<file path="src/rtl/contador_eventos.sv">
// Event counter for the Mealy detector output z, with sticky wrap flag
// and a retriggerable stretcher that keeps a board LED visible.
module contador_eventos #(
  parameter int unsigned WIDTH   = 4,
  parameter int unsigned STRETCH = 12000000,
  parameter int unsigned EDGE    = 0
) (
  input  logic             clk,
  input  logic             reset,
  input  logic             z,
  input  logic             en,
  input  logic             clr,
  output logic [WIDTH-1:0] count,
  output logic             ovf,
  output logic             led
);

  localparam int unsigned TW = $clog2(STRETCH);
  localparam logic [TW-1:0] TLOAD = TW'(STRETCH - 1);

  typedef enum logic [1:0] {
    S_IDLE = 2'b01,
    S_HOLD = 2'b10
  } state_t;

  logic             r_zq;
  logic [WIDTH-1:0] r_count;
  logic             r_ovf;
  logic             r_led;
  state_t           r_state;
  logic [TW-1:0]    r_timer;

  logic             w_ev;
  logic             w_acc;
  state_t           w_state_nxt;
  logic [TW-1:0]    w_timer_nxt;

  assign w_ev  = (EDGE == 0) ? z : (z & ~r_zq);
  assign w_acc = w_ev & en & ~clr;

  always_ff @(posedge clk or negedge reset) begin
    if (!reset) begin
      r_zq <= 1'b0;
    end else begin
      r_zq <= z;
    end
  end

  // clr wins over a coincident event
  always_ff @(posedge clk or negedge reset) begin
    if (!reset) begin
      r_count <= '0;
      r_ovf   <= 1'b0;
    end else if (clr) begin
      r_count <= '0;
      r_ovf   <= 1'b0;
    end else if (w_acc) begin
      r_count <= r_count + 1'b1;
      if (&r_count) begin
        r_ovf <= 1'b1;
      end
    end
  end

  always_ff @(posedge clk or negedge reset) begin
    if (!reset) begin
      r_state <= S_IDLE;
      r_timer <= '0;
      r_led   <= 1'b0;
    end else begin
      r_state <= w_state_nxt;
      r_timer <= w_timer_nxt;
      r_led   <= (w_state_nxt == S_HOLD);
    end
  end

  always_comb begin
    w_state_nxt = r_state;
    w_timer_nxt = r_timer;
    case (r_state)
      S_IDLE: begin
        if (w_acc) begin
          w_state_nxt = S_HOLD;
          w_timer_nxt = TLOAD;
        end
      end
      S_HOLD: begin
        if (w_acc) begin
          w_timer_nxt = TLOAD;
        end else if (r_timer == '0) begin
          w_state_nxt = S_IDLE;
        end else begin
          w_timer_nxt = r_timer - 1'b1;
        end
      end
      default: begin
        w_state_nxt = S_IDLE;
        w_timer_nxt = '0;
      end
    endcase
  end

  assign count = r_count;
  assign ovf   = r_ovf;
  assign led   = r_led;

endmodule

</file>
<file path="config.mk">
export PLATFORM = sky130hd
export DESIGN_NAME = contador_eventos
export DESIGN_NICKNAME = d
export VERILOG_FILES = /design/src/rtl/contador_eventos.sv
export SDC_FILE = /design/constraint.sdc
export NUM_CORES = 1
export LEC_CHECK = 0
export CAP_MARGIN = 10
export CORE_ASPECT_RATIO = 0.75
export CORE_MARGIN = 3
export CORE_UTILIZATION = 40
export CTS_BUF_LIST = sky130_fd_sc_hd__clkbuf_2
export DETAILED_ROUTE_END_ITERATION = 10
export PLACE_DENSITY = 0.56
export SKIP_LAST_GASP = 1
export SLEW_MARGIN = 20
export SYNTH_ARGS = -nofsm -noshare
export SYNTH_HDL_FRONTEND = slang
export SYNTH_SLANG_ARGS = --single-unit
</file>
<file path="constraint.sdc">
create_clock -name clk -period 6.7 [get_ports clk]
set_clock_uncertainty 0.05 [all_clocks]
set_input_delay 1.34 -clock clk [delete_from_list [all_inputs] [get_ports clk]]
set_output_delay 1.34 -clock clk [all_outputs]
set_load 0.1 [all_outputs]
</file>
* Yosys cells after proc, flatten, opt, wreduce, memory -nomap -nowiden
Index checks and enable logic that the tools add are counted.
Storage, ports and cells: input bits 5, register bits 32, bits in latches 0, memories kept 0, memory bits (read-only) 0, bits in writable memories 0
Operators by class: div/mod/pow operators 0, reductions and logical operators 6, bitwise operators 3, multipliers 0, mux-type cells 13, magnitude comparators 0, shift operators 0, add/sub/neg operators 2, eq/ne operators 5
Operator list (count):
- $mux W24 | 3
- $pmux W24 S2 | 1
- $logic_not A24 Y1 | 1
- $sub A24 B1 Y24 const B | 1
- $mux W4 | 2
- $mux W2 | 3
- $add A4 B1 Y4 const B | 1
- $eq A2 B2 Y1 const B | 2
- $pmux W2 S2 | 1
- $reduce_and A2 Y1 | 2
- $reduce_and A4 Y1 | 1
- $reduce_bool A2 Y1 | 2
- $mux W1 | 3
- $ne A3 B3 Y1 const B | 1
- $and A1 B1 Y1 | 2
- $eq A2 B1 Y1 const B | 1
- $ne A2 B2 Y1 const B | 1
- $not A1 Y1 | 1

* Logic depth before layout (Yosys ltp)
Gate-level depths: netlist of run 1.
depth in word-level cells 5, gate-level depth with buffers 9, depth with buffers taken out 7

* Worst setup path after synthesis of run 1
No wires, ideal clock.
kind input to register, start in z, end reg r_timer[12], data arrival time 2.514 ns, slack 4.002 ns, cell stages on the path 8, path through and3b_1 -> clkbuf_1 -> nor2_1 -> clkbuf_1 -> buf_2 -> o21ai_0 -> a21oi_1 -> a21oi_1
Between the ends: longest elaborated chain between the ends 4
RTL lines:
- from (decl) | RTL line 10 | input logic z,
- $and A1 B1 Y1 (*) (2 in series) | RTL line 39 | assign w_acc = w_ev & en & ~clr;
- $mux W24 (tied with other cells) | RTL line 88 | if (w_acc) begin
- $pmux W24 S2 or $reduce_and A2 Y1 (tied branches)
- to (signal assigned) | RTL line 72 | r_timer <= w_timer_nxt;
- to (decl) | RTL line 31 | logic [TW-1:0] r_timer;
Mark *: on every way between the ends. The rest lies on a longest branch, timed or not. A chain may end at the register's enable or synchronous reset.

* Worst setup path in the final report of run 1
start reg r_count[0] (netlist: count[0]), end out count[0]
RTL lines:
- from (decl) | RTL line 27 | logic [WIDTH-1:0] r_count;
- from (signal assigned) | RTL line 58 | r_count <= r_count + 1'b1;
- to (decl) | RTL line 13 | output logic [WIDTH-1:0] count,
No word-level cell between the ends.

==> impl_metrics.toml, run 1 <==
[sta]
rsz0062_at_grt = "no"
worst_slew_pin_slew_ns = 0.989
setup_viol = 0
finalSetupTns_ns = 0
hold_viol = 0
finalCritPeriodShare_pct = 50.6
final.min_clock_period_ns = 3.39
drv_slew = 0
clock.fmax_mhz = 295
max_slew_margin_pct = 33.9

[power]
powerDensity_nw_per_um2 = 463
finalPower_mw = 1.02
switching_share_pct = 49.8
power.net_switching_mw = 0.508
internal_power_mw = 0.512
p_comb_share_pct = 58.6
p_clk_share_pct = 9.4
p_leak_nw = 0.894
peakVddDrop_uv = 192
seqPwrFrac_pct = 32.0

[worst_hold_path]
hold_end = "ovf"
worstHoldStart = "ovf"
hold_class = "reg2reg"
holdPathStages = 2

[placed_design]
routabilityCongestion = 0.845
postPlaceCellArea_sq_um = 2150
dpl.hpwl_mm = 3.47
io_buffers = 10
dp_cells = 276

[setup_path]
critPathBufInv = 1
timing.rr.start = "r_timer[10]"
r2r_cells = 6
crit_family = "buffers and inverters"
cp_cell_sequence = "clkdlybuf4s50_1"
endpoint_kind = "output pin"
critPathKind = "reg2out"
cp-start-kind = "flop"
crit_arrival_ns = 2.00
critPathMaxStageDelay_ns = 1.16
cp_max_fo = 4
crit_required_ns = 5.31
r2r-end = "r_timer[18]"
crit_slowest_cell = "clkdlybuf4s50_1"
r2r_slack_ns = 3.77

[logic_synthesis]
netlist_instances = 223
synth_nets = 233
ys_warn_count = 0
avgSynthCellArea_sq_um = 9.19
synth_ff_type = "dfrtp_1"
syn_area_sq_um = 2050
synth_edf_count = 0
seq_area_frac_synth_pct = 39.1
ys_types = 51
synth.ff_latch_count = 32
async_flop_share_pct = 100

[final_layout]
finalNetCount = 237
fin_area_sq_um = 2200
final.fill_count = 468
area_growth_pct = 7.51
antenna_cells = 0
drive_gt1_share_pct = 11.0
fin_cells = 285

[clock_network]
insertion_delay_ns = 0.39
htreeDepth = 2
clk_pin_slew_ns = 0.17
postCtsHoldBufs = 0
cts_buffers = 5
cts_resized = 0
root_buffer = "clkbuf_2"
postCtsSetupRepairBufs = 0
cts_sinks = 32
cts_tree = "built"
cts_buffer_depth = 2

[detailed_routing]
viasPerCell = 6.39
drt-wirelength-per-cell_um = 17.4
drc = 0
routed_wl_mm = 4.96
num_vias = 1822
ant_nets = 0
dr.pass1.iters = 4
drt_iter0_drc = 98

[floorplanning]
ios = 11
rows = 21
core_sq_um = 4700
fp.dieW_um = 88.7
fp.dieArea_sq_um = 6030
die_h_um = 68.0
start_util_pct = 43.6

[global_routing]
grt_pass1_vias = 1664
track_usage_pct = 17.7
grt-ovfl-total = 0
grt_max_degree = 33
grt_antenna_before_repair = 0
grt_pass1_wl_mm = 8.14

[run]
max_cap_violations = 0

[outcome]
outcome = "finished, final reports clean"
-- synth_stat cells, types with 4 or more instances --
library cell  count  area (sq um)
o31a_1            5          43.8
nor2_1           17          63.8
or2_2             4          25.0
o21ai_0           5          25.0
inv_1             6          22.5
o22a_1            9          78.8
nand2_1          18          67.6
nand3_1           7          35.0
a21oi_1          19          95.1
nand4_1           5          31.3
a31oi_1           6          37.5
dfrtp_1          31           776
clkbuf_1          9          33.8
ha_1              5          62.6
or4_1             7          52.6
o31ai_1           8          60.1
nor3_1            4          20.0
a41oi_1           4          35.0
-- per-layer routing --
| layer | global-route usage [%] | vias up | routed length, um |
|---|---|---|---|
| li1 | - | 856 | - |
| met2 | 25.9 | 44 | 2120 |
| met3 | 3.61 | 9 | 263 |
| met4 | 6.42 | 0 | 87 |
| met5 | 0 | - | 0 |
| met1 | 25.6 | 913 | 2490 |
-- sequential cells by signal, indices dropped and copies added, names as in the netlist --
signal,cells
ovf,1
led,1
r_timer,24
count,4
r_state,2
-- power groups by stage --
stage          sequential (mW)  combinational [mW]  clock (mW)
3_5_place_dp             0.329               0.587           0
2_1_floorplan            0.323               0.476           0
5_1_grt                  0.335               0.664       0.108
4_1_cts                  0.325               0.590      0.0974
3_3_place_gp             0.325               0.574           0
6_report                 0.327               0.598      0.0959
-- cells by family after synthesis --
family	count (synthesis)	share of synthesized area, %
and+or+nand+nor	86	23.5
AOI/OAI and AO/OA	73	26.9
DFF	32	39.1
buffers and inverters	21	4.88
xor gates and xnor gates	6	2.56
adders and majority gates	5	3.05
-- final cells by class --
class	count	area (sq um)	area share, %
flip-flops and latches	32	802	36.4
clock inverters	3	13.8	0.625
clock buffers	5	25.0	1.14
well taps	57	71.3	3.24
multi-input cells	170	1150	52.2
repair buffers	12	119	5.39
inverters	6	22.5	1.02
-- placed cells by master, fill, tap and decap left out, types with 4 or more instances in the layout --
| cell type | instances |
|---|---|
| a21oi_1 | 19 |
| a31oi_1 | 6 |
| a41oi_1 | 4 |
| clkbuf_2 | 5 |
| clkdlybuf4s50_1 | 10 |
| dfrtp_1 | 31 |
| ha_1 | 5 |
| inv_1 | 6 |
| nand2_1 | 18 |
| nand3_1 | 7 |
| nand4_1 | 5 |
| nor2_1 | 16 |
| nor3_1 | 4 |
| o21ai_0 | 5 |
| o22a_1 | 9 |
| o31a_1 | 5 |
| o31ai_1 | 8 |
| or2_2 | 4 |
| or4_1 | 7 |
-- metrics by stage --
step,hold slack [ns],utilization (%),setup slack (ns)
6_report,0.497,46.8,3.31
5_1_grt,0.532,46.8,3.15
3_5_place_dp,0.463,45.8,2.61
2_1_floorplan,0.433,-,4.00
3_3_place_gp,0.441,45.7,2.72
4_1_cts,0.503,46.6,3.05
-- worst max path at each step --
stage	from	end	cells after the start
2_1_floorplan	z	r_timer[12]	8
3_3_place_gp	clr	r_timer[19]	6
3_5_place_dp	clr	r_timer[18]	6
4_1_cts	clr	r_timer[19]	6
5_1_grt	clr	r_timer[18]	7
6_report	count[0]	count[0]	1
Note: power is estimated with default switching activity, not from simulation.
==> run 2: changes to the inputs <==
clock period = 3.3 ns   (was 6.7 ns; I/O delays follow)
==> run 2 against run 1 <==
Against the previous run: clock power rose to 2.7 times the previous value; sequential share of layout area down 0.65 points; via count up 2.7%; non-clock buffer count up 5; sequential power up 100%; power up 120%; wire length up 8.6%; combinational power up 110%; critical path depth up 6; first-iteration DRC count up 93%; critical endpoint is now r_timer[18].
==> impl_metrics.toml, run 2 (same netlist as run 1, synthesis figures left out) <==
[global_routing]
track_usage_pct = 19.5
grt_pass1_wl_mm = 9.01
grt_pass1_vias = 1886
grt_antenna_before_repair = 0
grt-ovfl-total = 0
grt_max_degree = 33

[clock_network]
htreeDepth = 2
cts_tree = "built"
root_buffer = "clkbuf_2"
cts_sinks = 32
postCtsHoldBufs = 0
postCtsSetupRepairBufs = 0
insertion_delay_ns = 0.37
cts_buffers = 5
cts_resized = 0
clk_pin_slew_ns = 0.17
cts_buffer_depth = 2

[sta]
hold_slack_ns = 0.480
clock.fmax_mhz = 348
final.min_clock_period_ns = 2.87
hold_viol = 0
finalCritPeriodShare_pct = 87.1
worst_slew_pin_slew_ns = 0.741
finalSetupTns_ns = 0
rsz0062_at_grt = "no"
setup_viol = 0
drv_slew = 0
max_slew_margin_pct = 50.2
fin_ws_ns = 0.427

[floorplanning]
die_h_um = 68.0
start_util_pct = 43.6
fp.dieArea_sq_um = 6030
ios = 11
fp.dieW_um = 88.7
rows = 21
core_sq_um = 4700

[setup_path]
r2r-end = "r_timer[18]"
cp_max_fo = 16
crit_required_ns = 3.53
cp-start-kind = "flop"
r2r_slack_ns = 0.43
crit_start = "r_timer[10]"
critPathKind = "reg2reg"
crit_arrival_ns = 3.11
timing.rr.start = "r_timer[10]"
crit_end = "r_timer[18]"
r2r_cells = 7
endpoint_kind = "flop"

[worst_hold_path]
hold_class = "reg2reg"

[final_layout]
area_growth_pct = 9.46
drive_gt1_share_pct = 14.6
final_cell_mix = "dfrtp_1, a21oi_1, nand2_1"
largest_register_ffs = 24
fin_cells = 290
antenna_cells = 0
largest-register = "r_timer"
fin_area_sq_um = 2240
finalNetCount = 242
mostFrequentLayoutCell = "dfrtp_1"

[placed_design]
dp_slack_ns = 0.448
dp_cells = 282
dpl.hpwl_mm = 3.82
routabilityCongestion = 0.858
postPlaceCellArea_sq_um = 2180
io_buffers = 10

[detailed_routing]
drt_iter0_drc = 189
ant_nets = 0
num_vias = 1872
viasPerCell = 6.46
drt-wirelength-per-cell_um = 18.6
dr.pass1.iters = 5
drc = 0
routed_wl_mm = 5.38

[outcome]
outcome = "finished, final reports clean"

[power]
powerDensity_nw_per_um2 = 982
p_leak_nw = 0.936
peakVddDrop_uv = 350

[run]
max_cap_violations = 0
## run 2: through the flow
step                power (mW)  util, %
detailed placement        1.93     46.4
floorplan                 1.62        -
finish                    2.20     47.7
global placement          1.87     46.4
global route              2.38     47.7
CTS                       2.20     47.7
## run 2: worst min-delay path by stage
stage / startpoint / to / slack (ns) / depth (start not counted)
6_report: ovf / ovf / 0.48 / 2
2_1_floorplan: reset / count[0] / 0.31 / 0
3_5_place_dp: ovf / ovf / 0.45 / 2
4_1_cts: ovf / ovf / 0.49 / 2
5_1_grt: ovf / ovf / 0.52 / 2
3_3_place_gp: ovf / ovf / 0.44 / 2
## run 2: area by class of cell
type / count / area [sq um]
fillers: 452 / 2460
multi-input cells: 170 / 1150
flip-flops and latches: 32 / 802
repair buffers: 17 / 138
well taps: 57 / 71.3
clock inverters: 3 / 37.5
clock buffers: 5 / 25.0
inverters: 6 / 22.5
## run 2: routing by layer
metal | track usage (%) | up-vias | routed length (um) | part of all wire, %
li1 | - | 873 | - | -
met1 | 26.2 | 906 | 2530 | 47
met2 | 31.0 | 79 | 2410 | 45
met3 | 3.85 | 14 | 362 | 6.7
met4 | 7.55 | 0 | 78 | 1.4
met5 | 0 | - | 0 | 0
## run 2: where the power goes
| part | leakage (nW) | internal [mW] | total [mW] | switching, mW |
|---|---|---|---|---|
| Combinational | 0.481 | 0.495 | 1.28 | 0.785 |
| Clock | 0.0380 | 0.124 | 0.262 | 0.138 |
| Sequential | 0.417 | 0.520 | 0.662 | 0.142 |
## run 2: worst max-delay path, stage by stage, from the launching register on
cell	delay, ns
dfrtp_1	0.44
or4_4	0.59
or4_1	0.66
o31ai_4	0.30
buf_4	0.25
buf_4	0.24
a21oi_1	0.06
o22a_1	0.20
==> run 3: changes to the inputs <==
HOLD_SLACK_MARGIN = 0.02   (was not set)
RECOVER_POWER = 100   (was not set)
==> run 3 against run 2 <==
Against the previous run: power shrank 1.6%; worst setup slack lost 0.052 ns; critical path type unchanged; combinational power is essentially flat; register-to-register slack lost 0.05 ns; highest routed layer unchanged; the flow now finishes with violations (max-capacitance violations, max-slew violations); maximum frequency shrank 1.8%.
==> impl_metrics.toml, run 3 (same netlist as run 1, synthesis figures left out) <==
[global_routing]
grt_antenna_before_repair = 0
grt_max_degree = 33
grt_pass1_vias = 1886
track_usage_pct = 19.5
grt_pass1_wl_mm = 9.01
grt-ovfl-total = 0

[sta]
drv_slew = 33
rsz0062_at_grt = "no"
finalSetupTns_ns = 0
hold_viol = 0
clock.fmax_mhz = 342
max_slew_margin_pct = -19.9
worst_slew_pin_slew_ns = 1.80
final.min_clock_period_ns = 2.93
finalCritPeriodShare_pct = 88.7
setup_viol = 0

[clock_network]
clk_pin_slew_ns = 0.17
cts_buffers = 5
cts_buffer_depth = 2
insertion_delay_ns = 0.37
htreeDepth = 2
cts_resized = 0
postCtsSetupRepairBufs = 0
postCtsHoldBufs = 0
cts_sinks = 32
cts_tree = "built"
root_buffer = "clkbuf_2"

[worst_hold_path]
hold_class = "reg2reg"

[placed_design]
io_buffers = 10
routabilityCongestion = 0.858
dpl.hpwl_mm = 3.82

[setup_path]
cp_cell_sequence = "or4_1 > or4_1 > o41ai_1 > nor2_1 > a221o_1"
crit_required_ns = 3.53
critPathKind = "reg2reg"
crit_arrival_ns = 3.16
cp-start-kind = "flop"
critPathMaxStageDelay_ns = 0.67
crit_top_cell = "or4_1"
endpoint_kind = "flop"
cp_max_fo = 6
crit_slowest_cell = "or4_1"

[final_layout]
final_cell_mix = "dfrtp_1, a21oi_1, nand2_1"
largest_register_ffs = 24
largest-register = "r_timer"
antenna_cells = 0
mostFrequentLayoutCell = "dfrtp_1"
finalNetCount = 242
area_growth_pct = 7.08
drive_gt1_share_pct = 9.87

[detailed_routing]
drc = 0
drt-wirelength-per-cell_um = 18.4
drt_iter0_drc = 175
num_vias = 1860
viasPerCell = 6.41
routed_wl_mm = 5.34
ant_nets = 0
dr.pass1.iters = 4

[power]
finalPower_mw = 2.17
p_leak_nw = 0.901
peakVddDrop_uv = 347
powerDensity_nw_per_um2 = 988

[outcome]
outcome = "finished with violations"
violations = "max-capacitance violations, max-slew violations"

[floorplanning]
rows = 21
fp.dieW_um = 88.7
ios = 11
die_h_um = 68.0
fp.dieArea_sq_um = 6030
start_util_pct = 43.6
core_sq_um = 4700

[run]
max_cap_violations = 1
## run 3: critical path, delay by kind of cell, from the launching register on
kind / cells / cell delay (ns)
DFF: 1 / 0.44
AOI/OAI and AO/OA: 2 / 0.93
and+or+nand+nor: 3 / 1.43
## run 3: power by group
part | total, mW | internal, mW | leakage [nW] | switching, mW
logic | 1.25 | 0.473 | 0.446 | 0.772
clock network | 0.263 | 0.124 | 0.0380 | 0.139
registers | 0.660 | 0.520 | 0.417 | 0.140
## run 3: metrics by stage
stage,std cells,util [%],hold WS (ns),setup WS [ns],cell area (sq um)
final,290,46.7,0.477,0.375,2190
after global placement,282,46.4,0.437,0.536,2180
after CTS,290,47.7,0.487,0.437,2240
after detailed placement,282,46.4,0.447,0.448,2180
after global routing,290,46.7,0.519,0.236,2190
after floorplan,223,-,0.314,0.808,2050
## run 3: final timing paths
path                                   from     endpoint  slack (ns)  depth (start not counted)
worst max-delay path            r_timer[10]   r_timer[0]        0.37                          5
worst min-delay path                    ovf          ovf        0.48                          2
worst max register to register  r_timer[10]   r_timer[0]        0.37                          5
worst min register to register          ovf          ovf        0.48                          2
max in group asynchronous             reset  r_timer[14]        0.94                          2
min in group asynchronous             reset   r_timer[2]        1.22                          2
## run 3: cell type report
type | instances | area, sq um
Fill cell | 458 | 2510
Sequential cell | 32 | 802
Clock buffer | 5 | 25.0
Multi-Input combinational cell | 170 | 1130
Clock inverter | 3 | 37.5
Inverter | 6 | 22.5
Tap cell | 57 | 71.3
Timing Repair Buffer | 17 | 108
## run 3: layer usage
metal  share of wire [%]  vias to the layer above  track usage (%)  wire [um]
li1                    -                      876                -          -
met1                  46                      896             26.2       2440
met2                  46                       81             31.0       2450
met3                 7.8                        7             3.85        417
met4                0.62                        0             7.55         33
met5                   0                        -                0          0
